## config.mk

```make
export PLATFORM = sky130hd
export DESIGN_NAME = muladd2_dot_acc
export DESIGN_NICKNAME = d
export VERILOG_FILES = /design/src/rtl/muladd2_dot_acc.sv
export SDC_FILE = /design/constraint.sdc
export NUM_CORES = 1
export LEC_CHECK = 0
export CAP_MARGIN = 40
export CORE_MARGIN = 10
export CORE_UTILIZATION = 40
export CTS_BUF_LIST = sky130_fd_sc_hd__clkbuf_2 sky130_fd_sc_hd__clkbuf_4 sky130_fd_sc_hd__clkbuf_8
export DETAILED_ROUTE_END_ITERATION = 10
export DONT_BUFFER_PORTS = 1
export GPL_ROUTABILITY_DRIVEN = 0
export GPL_TIMING_DRIVEN = 1
export HOLD_SLACK_MARGIN = 0.06
export PLACE_DENSITY = 0.58
export SYNTH_ARGS = -nofsm -noshare
export SYNTH_HDL_FRONTEND = slang
export SYNTH_SLANG_ARGS = --single-unit
```

## constraint.sdc

```tcl
create_clock -name clk -period 9.8 [get_ports clk]
set_clock_uncertainty 0.05 [all_clocks]
set_input_delay 1.96 -clock clk [delete_from_list [all_inputs] [get_ports clk]]
set_output_delay 1.96 -clock clk [all_outputs]
set_load 0.02 [all_outputs]
```

## src/rtl/muladd2_dot_acc.sv

```systemverilog
`default_nettype none
// ============================================================================
// muladd2_dot_acc : pipelined 2-bit code-pair dot product with saturating acc
// Revision 1.0
// ============================================================================
module muladd2_dot_acc #(
    parameter int LANES = 8,
    parameter int ACC_W = 24,
    parameter int CNT_W = 16
) (
    input  logic                    clk,
    input  logic                    rst,
    input  logic                    in_valid,
    output logic                    in_ready,
    input  logic [4*LANES-1:0]      in_data,
    input  logic                    in_last,
    output logic                    out_valid,
    input  logic                    out_ready,
    output logic signed [ACC_W-1:0] out_acc,
    output logic [CNT_W-1:0]        out_beats,
    output logic                    out_sat
);

    localparam int SUM_W = $clog2(9*LANES+1) + 1;
    localparam int EXT_W = ACC_W + 1;

    localparam logic signed [ACC_W-1:0] ACC_MAX = {1'b0, {(ACC_W-1){1'b1}}};
    localparam logic signed [ACC_W-1:0] ACC_MIN = {1'b1, {(ACC_W-1){1'b0}}};

    function automatic logic signed [3:0] decode(input logic [1:0] code);
        case (code)
            2'b00:   decode = -4'sd3;
            2'b01:   decode = -4'sd1;
            2'b10:   decode = 4'sd1;
            default: decode = 4'sd3;
        endcase
    endfunction

    logic                    adv;
    logic signed [SUM_W-1:0] lane_sum;
    logic signed [7:0]       prod;

    logic                    s1_valid;
    logic                    s1_last;
    logic signed [SUM_W-1:0] s1_sum;

    logic signed [ACC_W-1:0] acc;
    logic [CNT_W-1:0]        cnt;
    logic                    sat;

    logic signed [EXT_W-1:0] sum_ext;
    logic                    ovf;
    logic signed [ACC_W-1:0] acc_next;
    logic [CNT_W-1:0]        cnt_next;
    logic                    sat_next;

    // Output register doubles as the skid: everything holds while it is full and unconsumed.
    assign adv      = !out_valid || out_ready;
    assign in_ready = adv && !rst;

    always_comb begin
        lane_sum = '0;
        prod     = '0;
        for (int i = 0; i < LANES; i++) begin
            prod     = decode(in_data[4*i +: 2]) * decode(in_data[4*i+2 +: 2]);
            lane_sum = lane_sum + SUM_W'(prod);
        end
    end

    // One guard bit is enough: |lane_sum| is far below the accumulator range.
    assign sum_ext  = {acc[ACC_W-1], acc} + EXT_W'(s1_sum);
    assign ovf      = sum_ext[ACC_W] != sum_ext[ACC_W-1];
    assign acc_next = ovf ? (sum_ext[ACC_W] ? ACC_MIN : ACC_MAX) : sum_ext[ACC_W-1:0];
    assign cnt_next = (&cnt) ? cnt : cnt + 1'b1;
    assign sat_next = sat | ovf;

    always_ff @(posedge clk) begin
        if (rst) begin
            s1_valid  <= 1'b0;
            s1_last   <= 1'b0;
            s1_sum    <= '0;
            acc       <= '0;
            cnt       <= '0;
            sat       <= 1'b0;
            out_valid <= 1'b0;
            out_acc   <= '0;
            out_beats <= '0;
            out_sat   <= 1'b0;
        end else if (adv) begin
            s1_valid  <= in_valid;
            s1_last   <= in_valid && in_last;
            s1_sum    <= lane_sum;
            out_valid <= 1'b0;
            if (s1_valid) begin
                if (s1_last) begin
                    out_valid <= 1'b1;
                    out_acc   <= acc_next;
                    out_beats <= cnt_next;
                    out_sat   <= sat_next;
                    acc       <= '0;
                    cnt       <= '0;
                    sat       <= 1'b0;
                end else begin
                    acc <= acc_next;
                    cnt <= cnt_next;
                    sat <= sat_next;
                end
            end
        end
    end

endmodule
`default_nettype wire

```

Yosys cells after proc, flatten, opt, wreduce, memory -nomap -nowiden
Index checks and enable logic that the tools add are counted.
W data, S select, Z words.

storage, ports and cells
  bits in registers = 93
  input bits = 37

cells by class
  add/sub/neg operators = 9
  multipliers = 8
  eq/ne operators = 33
  multiplexer cells = 24
  bitwise operators = 1
  reductions and logical operators = 24

operators by type and width
  cell                     number
  $pmux W4 S3              16
  $mux W24                 3
  $mul A4 B4 Y8            8
  $add A8 B8 Y8            7
  $eq A2 B1 Y1 const B     16
  $eq A2 B2 Y1 const B     16
  $logic_not A2 Y1         16
  $mux W16                 2
  $add A24 B8 Y25          1
  $add A16 B1 Y16 const B  1
  $reduce_and A16 Y1       1
  $mux W1                  3
  $reduce_and A3 Y1        1
  $logic_and A1 B1 Y1      2
  $logic_not A1 Y1         2
  $reduce_and A2 Y1        1
  $logic_or A1 B1 Y1       1
  $ne A1 B1 Y1             1
  $or A1 B1 Y1             1

Logic depth before layout (Yosys ltp)
  depth after elaboration = 10
  mapped depth = 25

Worst setup path after synthesis
OpenSTA, ideal clock, no wires.

  path type = in2reg
  start point = in in_data[19]
  end point = reg s1_sum[7]
  setup time = 0.086 ns
  arrival time = 7.854 ns
  data required time = 9.664 ns
  setup slack = 1.810 ns
  stages on the path = 23
  path through = inv_1 -> ha_1 -> inv_1 -> fa_1 -> fa_1 -> inv_1 -> fa_1 -> fa_1 -> fa_1 -> fa_1 -> inv_1 -> fa_1 -> fa_1 -> inv_1 -> ha_1 -> nor2b_1 -> o21ai_0 -> nand2b_1 -> a21o_1 -> a21oi_1 -> xnor2_1 -> xnor2_1 -> a211oi_1

on the way
  word-level cells in the longest chain between the ends = 7
  elaborated cells between the ends (all ways) = 9
  classes of those cells = 4 x add/sub; 1 x mul; 2 x eq/ne; 1 x mux; 1 x reduce/logical

RTL lines
  what                                        RTL line  text
  from (decl)                                 15        input logic [4*LANES-1:0] in_data,
  $eq A2 B2 Y1, or another cell as far along  31        case (code)
  $pmux W4 S3 (*)                             31
  $mul A4 B4 Y8 (*)                           65        prod = decode(in_data[4*i +: 2]) * decode(in_data[4*i+2 +: 2]);
  $add A8 B8 Y8 (*) (4 in series)             66        lane_sum = lane_sum + SUM_W'(prod);
  to (signal assigned)                        92        s1_sum <= lane_sum;
  to (decl)                                   45        logic signed [SUM_W-1:0] s1_sum;

Mark *: on every way between the ends. The rest lies on a longest branch, timed or not.
A chain may end at the register's enable or synchronous reset.

Final worst setup path
Ends and elaborated chain as after synthesis.

==> results.json <==
{
  "die_height_um": 173,
  "grt_max_degree": 56,
  "h-tree-depth": 3,
  "dpl.hpwl_um": 17700,
  "diodes": 0,
  "period_minus_slack_ns": 7.85,
  "drt-wirelength-per-cell_um": 15.6,
  "rsz0062_at_grt": "no",
  "synthDistinctLibCells": 66,
  "portBuffers": 0,
  "regToRegStartpoint": "s1_sum[7]$_SDFFE_PP0N_",
  "routed_wl_um": 21400,
  "worstMarginPinSlew_ns": 0.829,
  "synth_enable_flop_cells": 0,
  "min_from": "acc[0]$_SDFFE_PP0P_",
  "ant_nets": 0,
  "cp.arrival_ns": 8.09,
  "grt_overflow": 0,
  "async_reset_ff_frac": 0,
  "first_iter_violations": 373,
  "timing.fmax_mhz": 127,
  "via_per_inst": 4.97,
  "drc_errors": 0,
  "cts_root_buffer": "clkbuf_8",
  "synth_top_area_share": 0.245,
  "placed_area_um2": 9610,
  "antenna_found_initial": 0,
  "synth.ff_latch_count": 93,
  "cts_buffers": 9,
  "clock_latency_ns": 0.38,
  "worst_slack_ns": 1.95,
  "crit_start": "in_data[19]",
  "max-cap-violations": 0,
  "dieArea_um2": 30100,
  "setup_viol": 0,
  "start_util": 0.403,
  "die_x_um": 173,
  "max_slew_margin": 0.447,
  "ys_seq_area_frac": 0.198,
  "clockBufferDepth": 2,
  "grt_pass1_wl_um": 35900,
  "finalSetupTns_ns": 0,
  "syn_nets": 1331,
  "finalHoldViolations": 0,
  "worstPathRequired_ns": 10.04,
  "grt_pass1_vias": 7039,
  "cts_tree": "built",
  "final_max_slew_viol_count": 0,
  "areaGrowthSynthToFinish_pct": 4.16,
  "postSynthCellCount": 1091,
  "layout-drive-gt1-share": 0.0389,
  "utilization": 0.420,
  "status": "finished, final reports clean",
  "nFillCells": 2397,
  "final_cell_area_um2": 9800,
  "place_worst_setup_slack_ns": 1.54,
  "final.period_utilization": 0.801,
  "avgSynthCellArea_um2": 8.62,
  "first_pass_iters": 5,
  "cts_resized": 0,
  "synth_top_flop_cell": "dfxtp_1",
  "cts_num_sinks": 93,
  "row_count": 56,
  "worst_setup_path_start_kind": "input pin",
  "yosys-top-cells-area": "fa_1 24%, dfxtp_1 20%, ha_1 12%, inv_1 6.6%, xnor2_1 4.7%",
  "core_um2": 23300,
  "num_vias": 6824,
  "yosysTopAreaCell": "fa_1",
  "crit_fanout": 9,
  "yosys_warnings": 0,
  "grtUsageTotal": 0.144,
  "min_path_type": "reg -> reg",
  "fin_nets": 1290,
  "crit_type": "in -> reg",
  "path_clk_slew_ns": 0.10,
  "io_pins": 80,
  "cts_hold_buf": 0,
  "post_cts_buffers": 0,
  "end_kind": "flip-flop",
  "syn_area_um2": 9410
}
[path summary, 6_finish.rpt]
path,to,slack (ns),cells past startpoint
min reg2reg,acc[0]$_SDFFE_PP0P_,0.41,2
min,acc[0]$_SDFFE_PP0P_,0.41,2
max reg2reg,out_acc[17]$_SDFFE_PP0P_,5.80,10
max,s1_sum[7]$_SDFFE_PP0N_,1.95,23
[cell type report]
cell class                      count  area (um2)  area share
Tap cell                          319         399      0.0407
Multi-Input combinational cell    777        6700       0.684
Timing Repair Buffer                4        30.0     0.00306
Clock inverter                      6        55.1     0.00562
Sequential cell                    93        1860       0.190
Inverter                          165         619      0.0632
Clock buffer                       10         131      0.0134
[flip-flops by register name, summed over array words and instances, names as in the netlist]
register / flops
sat: 1
cnt: 16
out_acc: 24
acc: 24
out_valid: 1
s1_last: 1
out_beats: 16
s1_sum: 8
s1_valid: 1
out_sat: 1
[metrics by stage]
step | cells | hold WS (ns)
after floorplan | 1091 | 0.379
after global placement | 1358 | 0.389
after detailed placement | 1358 | 0.396
after CTS | 1374 | 0.410
after global routing | 1374 | 0.430
final | 1374 | 0.408
[cell usage after synthesis, types with 3 or more instances]
cell / count
inv_1: 165
fa_1: 115
nor2_1: 108
dfxtp_1: 93
nand2_1: 91
ha_1: 88
a21oi_1: 58
xnor2_1: 51
clkbuf_1: 49
o21ai_0: 45
nand3_1: 21
nor3_1: 19
o21ai_1: 18
a211oi_1: 14
nor2b_1: 13
xor2_1: 12
a21o_1: 10
or2_2: 10
and2_1: 8
nand2b_1: 8
a22oi_1: 7
and3_1: 7
a22o_1: 6
o211ai_1: 5
nand4_1: 4
nor4_1: 4
or3_1: 4
a2bb2oi_1: 3
a311oi_1: 3
and4_1: 3
buf_2: 3
mux2i_1: 3
o2111ai_1: 3
o21bai_1: 3
[logic make-up (layout without fill, tap and decap cells)]
logic type,count (synthesis),count (layout),share of synthesized area
AO/OA/AOI/OAI,202,202,0.139
multiplexers,3,3,0.00319
AND/OR/NAND/NOR,306,306,0.150
flip-flops,93,93,0.198
buffers and inverters,221,185,0.0899
XOR/XNOR,63,63,0.0587
adder cells (fa/ha/maj),203,203,0.362
[critical path, stage by stage]
cell and delay [ns]:
inv_1 0.26, ha_1 0.21, inv_1 0.04, fa_1 0.45
fa_1 0.49, inv_1 0.05, fa_1 0.52, fa_1 0.44
fa_1 0.51, fa_1 0.55, inv_1 0.05, fa_1 0.50
fa_1 0.54, inv_1 0.04, ha_1 0.30, nor2b_1 0.15
o21ai_0 0.15, nand2b_1 0.10, a21o_1 0.18, a21oi_1 0.16
xnor2_1 0.15, xnor2_1 0.08, a211oi_1 0.22
[cell usage in the layout (no fill, tap or decap), types with 4 or more instances in the layout]
cell / n
a211oi_1: 14
a21o_1: 10
a21oi_1: 58
a22o_1: 6
a22oi_1: 7
and2_1: 8
and3_1: 7
buf_4: 4
clkbuf_8: 9
dfxtp_1: 93
fa_1: 115
ha_1: 88
inv_1: 165
nand2_1: 91
nand2b_1: 8
nand3_1: 21
nand4_1: 4
nor2_1: 107
nor2b_1: 13
nor3_1: 19
nor4_1: 4
o211ai_1: 5
o21ai_0: 45
o21ai_1: 18
or2_2: 10
or3_1: 4
xnor2_1: 51
xor2_1: 12
[per-layer routing]
layer	track usage	up-vias	wire, um
met2	0.249	108	10500
met4	0.0313	0	289
li1	-	3457	-
met3	0.0355	17	1160
met1	0.178	3242	9390
met5	0	-	0
Power is left out: the tool's default activity adds up to more than one toggle a clock period on the data nets, which glitch-free logic cannot reach.
==> variant 1, RTL diff (config.mk and constraints unchanged) <==
Set the parameter `ACC_W` to 20 (it was 24).
--- a/src/rtl/muladd2_dot_acc.sv
+++ b/src/rtl/muladd2_dot_acc.sv
@@ -5,7 +5,7 @@
 // ============================================================================
 module muladd2_dot_acc #(
     parameter int LANES = 8,
-    parameter int ACC_W = 24,
+    parameter int ACC_W = 20,
     parameter int CNT_W = 16
 ) (
     input  logic                    clk,
Ports: changed (resized out_acc); port bits go from 80 to 76. No check against the original RTL was run, so the function may have changed too.
==> variant 1 against the original RTL <==
Worst setup slack got worse by 0.16 ns; core utilization increased by 0.67 points; global-route usage increased by 0.59 points; register-to-register slack improved by 0.09 ns; fmax decreased by 2.0%; cell area decreased by 4.1%; routed wire length decreased by 3.1%; synthesized area decreased by 3.7%; critical path depth decreased by 1; sequential cell count decreased by 9; largest cell class unchanged; highest routed layer unchanged.
Power is not shown: default switching activity piles up to over one toggle a cycle in this logic, so the estimate is an artifact.
==> variant 1: results (changes against the original RTL) <==
stage,metric,value,unit,change
min_path,hold path start,s1_sum[4],,
cts,root buffer cell,clkbuf_8,,
synthesis,"top cells by count, synth","inv_1 (173), fa_1 (111), ha_1 (88)",,
grt,antenna violations before repair,0,,unchanged
sta,Hold Slack,0.405,ns,-0.00310 ns
grt,met3 track demand over resource,2.94,%,-0.61 points
detailed_routing,drt total wl,20.7,mm,-3.1%
detailed_routing,vias per cell,5.06,,+1.9%
synthesis,dominant synthesized flop cell,dfxtp_1,,
finish,Final #Nets,1218,,-5.6%
finish,final-layout fill cell count,2180,,-9.1%
setup_path,worst-path fanout max,6,,-3
detailed_routing,Detailed Route Iter0 Violations,300,,-20%
synthesis,synth top area cells,"fa_1 (25%), dfxtp_1 (19%), ha_1 (12%)",,
finish,ANT cells,0,,unchanged
setup_path,Reg2Reg Depth,8,,-2
grt,vias in the first global route,6734,,-4.3%
outcome,status,"finished, final reports clean",,
cts,post-CTS setup buffer count,0,,unchanged
grt,pin count of the biggest net entering global routing,65,,+16%
min_path,Hold Path End,s1_sum[4],,
detailed_routing,met1 wire length,9.62,mm,+2.4%
cts,CTS Buffer Depth,2,,unchanged
setup_path,Slowest Stage Delay on Critical Path,0.54,ns,
finish,Largest regs,"acc: 20 flops, out_acc: 20 flops",,
grt,gr usage total,15.0,%,+0.59 points
grt,met2 usage,24.9,%,about the same
setup_path,worst r2r dst,acc[2],,
placement,Placed Cells,1251,,-7.9%
setup_path,r2r setup slk,5.89,ns,+0.09 ns
detailed_routing,via count,6411,,-6.1%
finish,layout cells sized above 1,5.78,%,+1.9 points
sta,Slew headroom,47.3,%,+2.5 points
setup_path,end point of the critical path,s1_sum[7],,
grt,first-pass GRT wire length,35.1,mm,-2.1%
placement,DP HPWL,17.0,mm,-4.0%
cts,Clock transition at path regs,0.08,ns,-0.02 ns
setup_path,critical path arrival,8.22,ns,+0.13 ns
placement,number of I/O port buffers,0,,unchanged
synthesis,Syn Area/Cell,8.84,µm²,+2.6%
detailed_routing,WL met3,1.02,mm,-13%
detailed_routing,Met2 Wirelength,9.73,mm,-7.6%
synthesis,Synth cell types,65,,-1.5%
synthesis,post-synthesis sequential area ratio,18.6,%,-1.2 points
placement,DP Worst Slack,1.34,ns,-0.206 ns
placement,Post-DP Area,0.00920,mm²,-4.3%
grt,GR Util met1,19.7,%,+1.9 points
synthesis,Yosys warning count,0,,unchanged
sta,final setup margin,1.79,ns,-0.163 ns
-- variant 1: changes by cell type after synthesis, moves of 7 or more --
cell      unedited run  this run
a31oi_1              2         9
nand3_1             21        10
nor2_1             108        80
o21ai_1             18         6
nand2_1             91        75
o21ai_0             45        38
dfxtp_1             93        84
inv_1              165       173
a211oi_1            14        26
a211oi_2             0        18
-- variant 1: cell type report --
cell class                 instances  area [µm²]  area share (%)
timing repair buffer               4        37.5           0.399
sequential                        84        1680            17.9
tap                              280         350            3.73
inverter                         173         649            6.91
clock inverter                     5        61.3           0.652
clock buffer                      11         139            1.48
multi-input combinational        710        6480            68.9
-- variant 1: logic make-up after synthesis --
group	Yosys count	synth area share [%]
AOI/OAI and AO/OA	198	15.4
DFF	84	18.6
muxes	3	0.332
adders and majority gates	199	36.7
buffers and inverters	230	9.98
xor gates and xnor gates	59	5.86
and+or+nand+nor	251	13.2
==> variant 2, RTL diff (same flow settings) <==
Made on the original files. Reset style: asynchronous (`rst`), changed in one clocked block.
--- a/src/rtl/muladd2_dot_acc.sv
+++ b/src/rtl/muladd2_dot_acc.sv
@@ -74,7 +74,7 @@
     assign cnt_next = (&cnt) ? cnt : cnt + 1'b1;
     assign sat_next = sat | ovf;
 
-    always_ff @(posedge clk) begin
+    always_ff @(posedge clk or posedge rst) begin
         if (rst) begin
             s1_valid  <= 1'b0;
             s1_last   <= 1'b0;
Behaviour: differs if rst is asserted again (counterexample within 4 cycles, from zero or initial values and one cycle with rst high); with rst held inactive, the same outputs for 4 cycles.
==> variant 2 against the original RTL <==
Non-clock buffer count up 4; worst setup slack gained 0.030 ns; core utilization rose by 0.80 points; fmax rose by 0.38%; worst hold slack better by 0.031 ns; sequential cell count unchanged; cell count fell by 0.51%; cell area is 6.2% higher; die area up 4.5%; synthesized area up 5.1%; routed wire length shrank 0.29%; critical path type unchanged.
Power is left out: the tool's default activity adds up to more than one toggle a clock period on the data nets, which glitch-free logic cannot reach.
==> variant 2: results (changes against the original RTL) <==
stage,metric,value,unit,change
outcome,status,"finished, final reports clean",,
min_path,hold path start,sat,,
detailed_routing,met1 wire length,10.3,mm,+9.2%
setup_path,Reg2Reg Depth,9,,-1
sta,Hold Slack,0.439,ns,+0.0312 ns
min_path,Hold Path End,sat,,
grt,GR Util met1,19.7,%,+1.9 points
setup_path,end point of the critical path,s1_sum[7],,
setup_path,critical path arrival,8.04,ns,-0.05 ns
grt,met3 track demand over resource,2.18,%,-1.4 points
synthesis,asr flop ratio synth,100,%,+100 points
grt,met2 usage,23.4,%,-1.5 points
grt,vias in the first global route,7093,,+0.77%
synthesis,Synth cell types,57,,-14%
detailed_routing,drt total wl,21.3,mm,-0.29%
detailed_routing,Detailed Route Iter0 Violations,318,,-15%
synthesis,synth top area cells,"dfrtp_1 (24%), fa_1 (23%), ha_1 (11%)",,
finish,Final #Nets,1278,,-0.93%
setup_path,worst r2r dst,out_acc[6],,
placement,Placed Cells,1351,,-0.52%
finish,P&R area growth vs syn,5.30,%,
grt,first-pass GRT wire length,36.7,mm,+2.2%
placement,Post-DP Area,0.0102,mm²,+5.8%
sta,Slew headroom,43.3,%,-1.4 points
detailed_routing,Met2 Wirelength,9.95,mm,-5.5%
finish,layout cells sized above 1,6.90,%,+3.0 points
detailed_routing,WL met3,946,µm,-19%
setup_path,r2r setup slk,5.86,ns,+0.06 ns
detailed_routing,via count,6752,,-1.1%
synthesis,"top cells by count, synth","inv_1 (169), fa_1 (115), nand2_1 (110)",,
finish,final-layout fill cell count,2362,,-1.5%
==> variant 2: cell count changes after synthesis, moves of 5 or more <==
cell      change
a211oi_1     -12
a22o_1        -5
a22oi_1       -7
dfrtp_1      +93
dfxtp_1      -93
maj3_2       +19
nand2_1      +19
nand3_1      -13
nor2_1       -43
nor3_1        -6
o211ai_1      -5
o21ai_0      +22
o21ai_1       +5
o31ai_1       +7
==> variant 2: final cells by class <==
type	instances	share of cell area (%)
multi-input cells	757	64.4
flip-flops and latches	93	22.4
inverters	169	6.12
well taps	324	3.89
clock buffers	10	1.32
repair buffers	8	0.962
clock inverters	6	0.938
==> variant 2: logic make-up after synthesis <==
family | after synthesis | share of synthesized area, %
AND/OR/NAND/NOR | 260 | 11.9
buffers and inverters | 226 | 8.80
adder cells (fa/ha/maj) | 225 | 36.9
AO/OA/AOI/OAI | 200 | 12.2
flip-flops | 93 | 23.5
XOR/XNOR | 64 | 5.86
multiplexers | 8 | 0.835
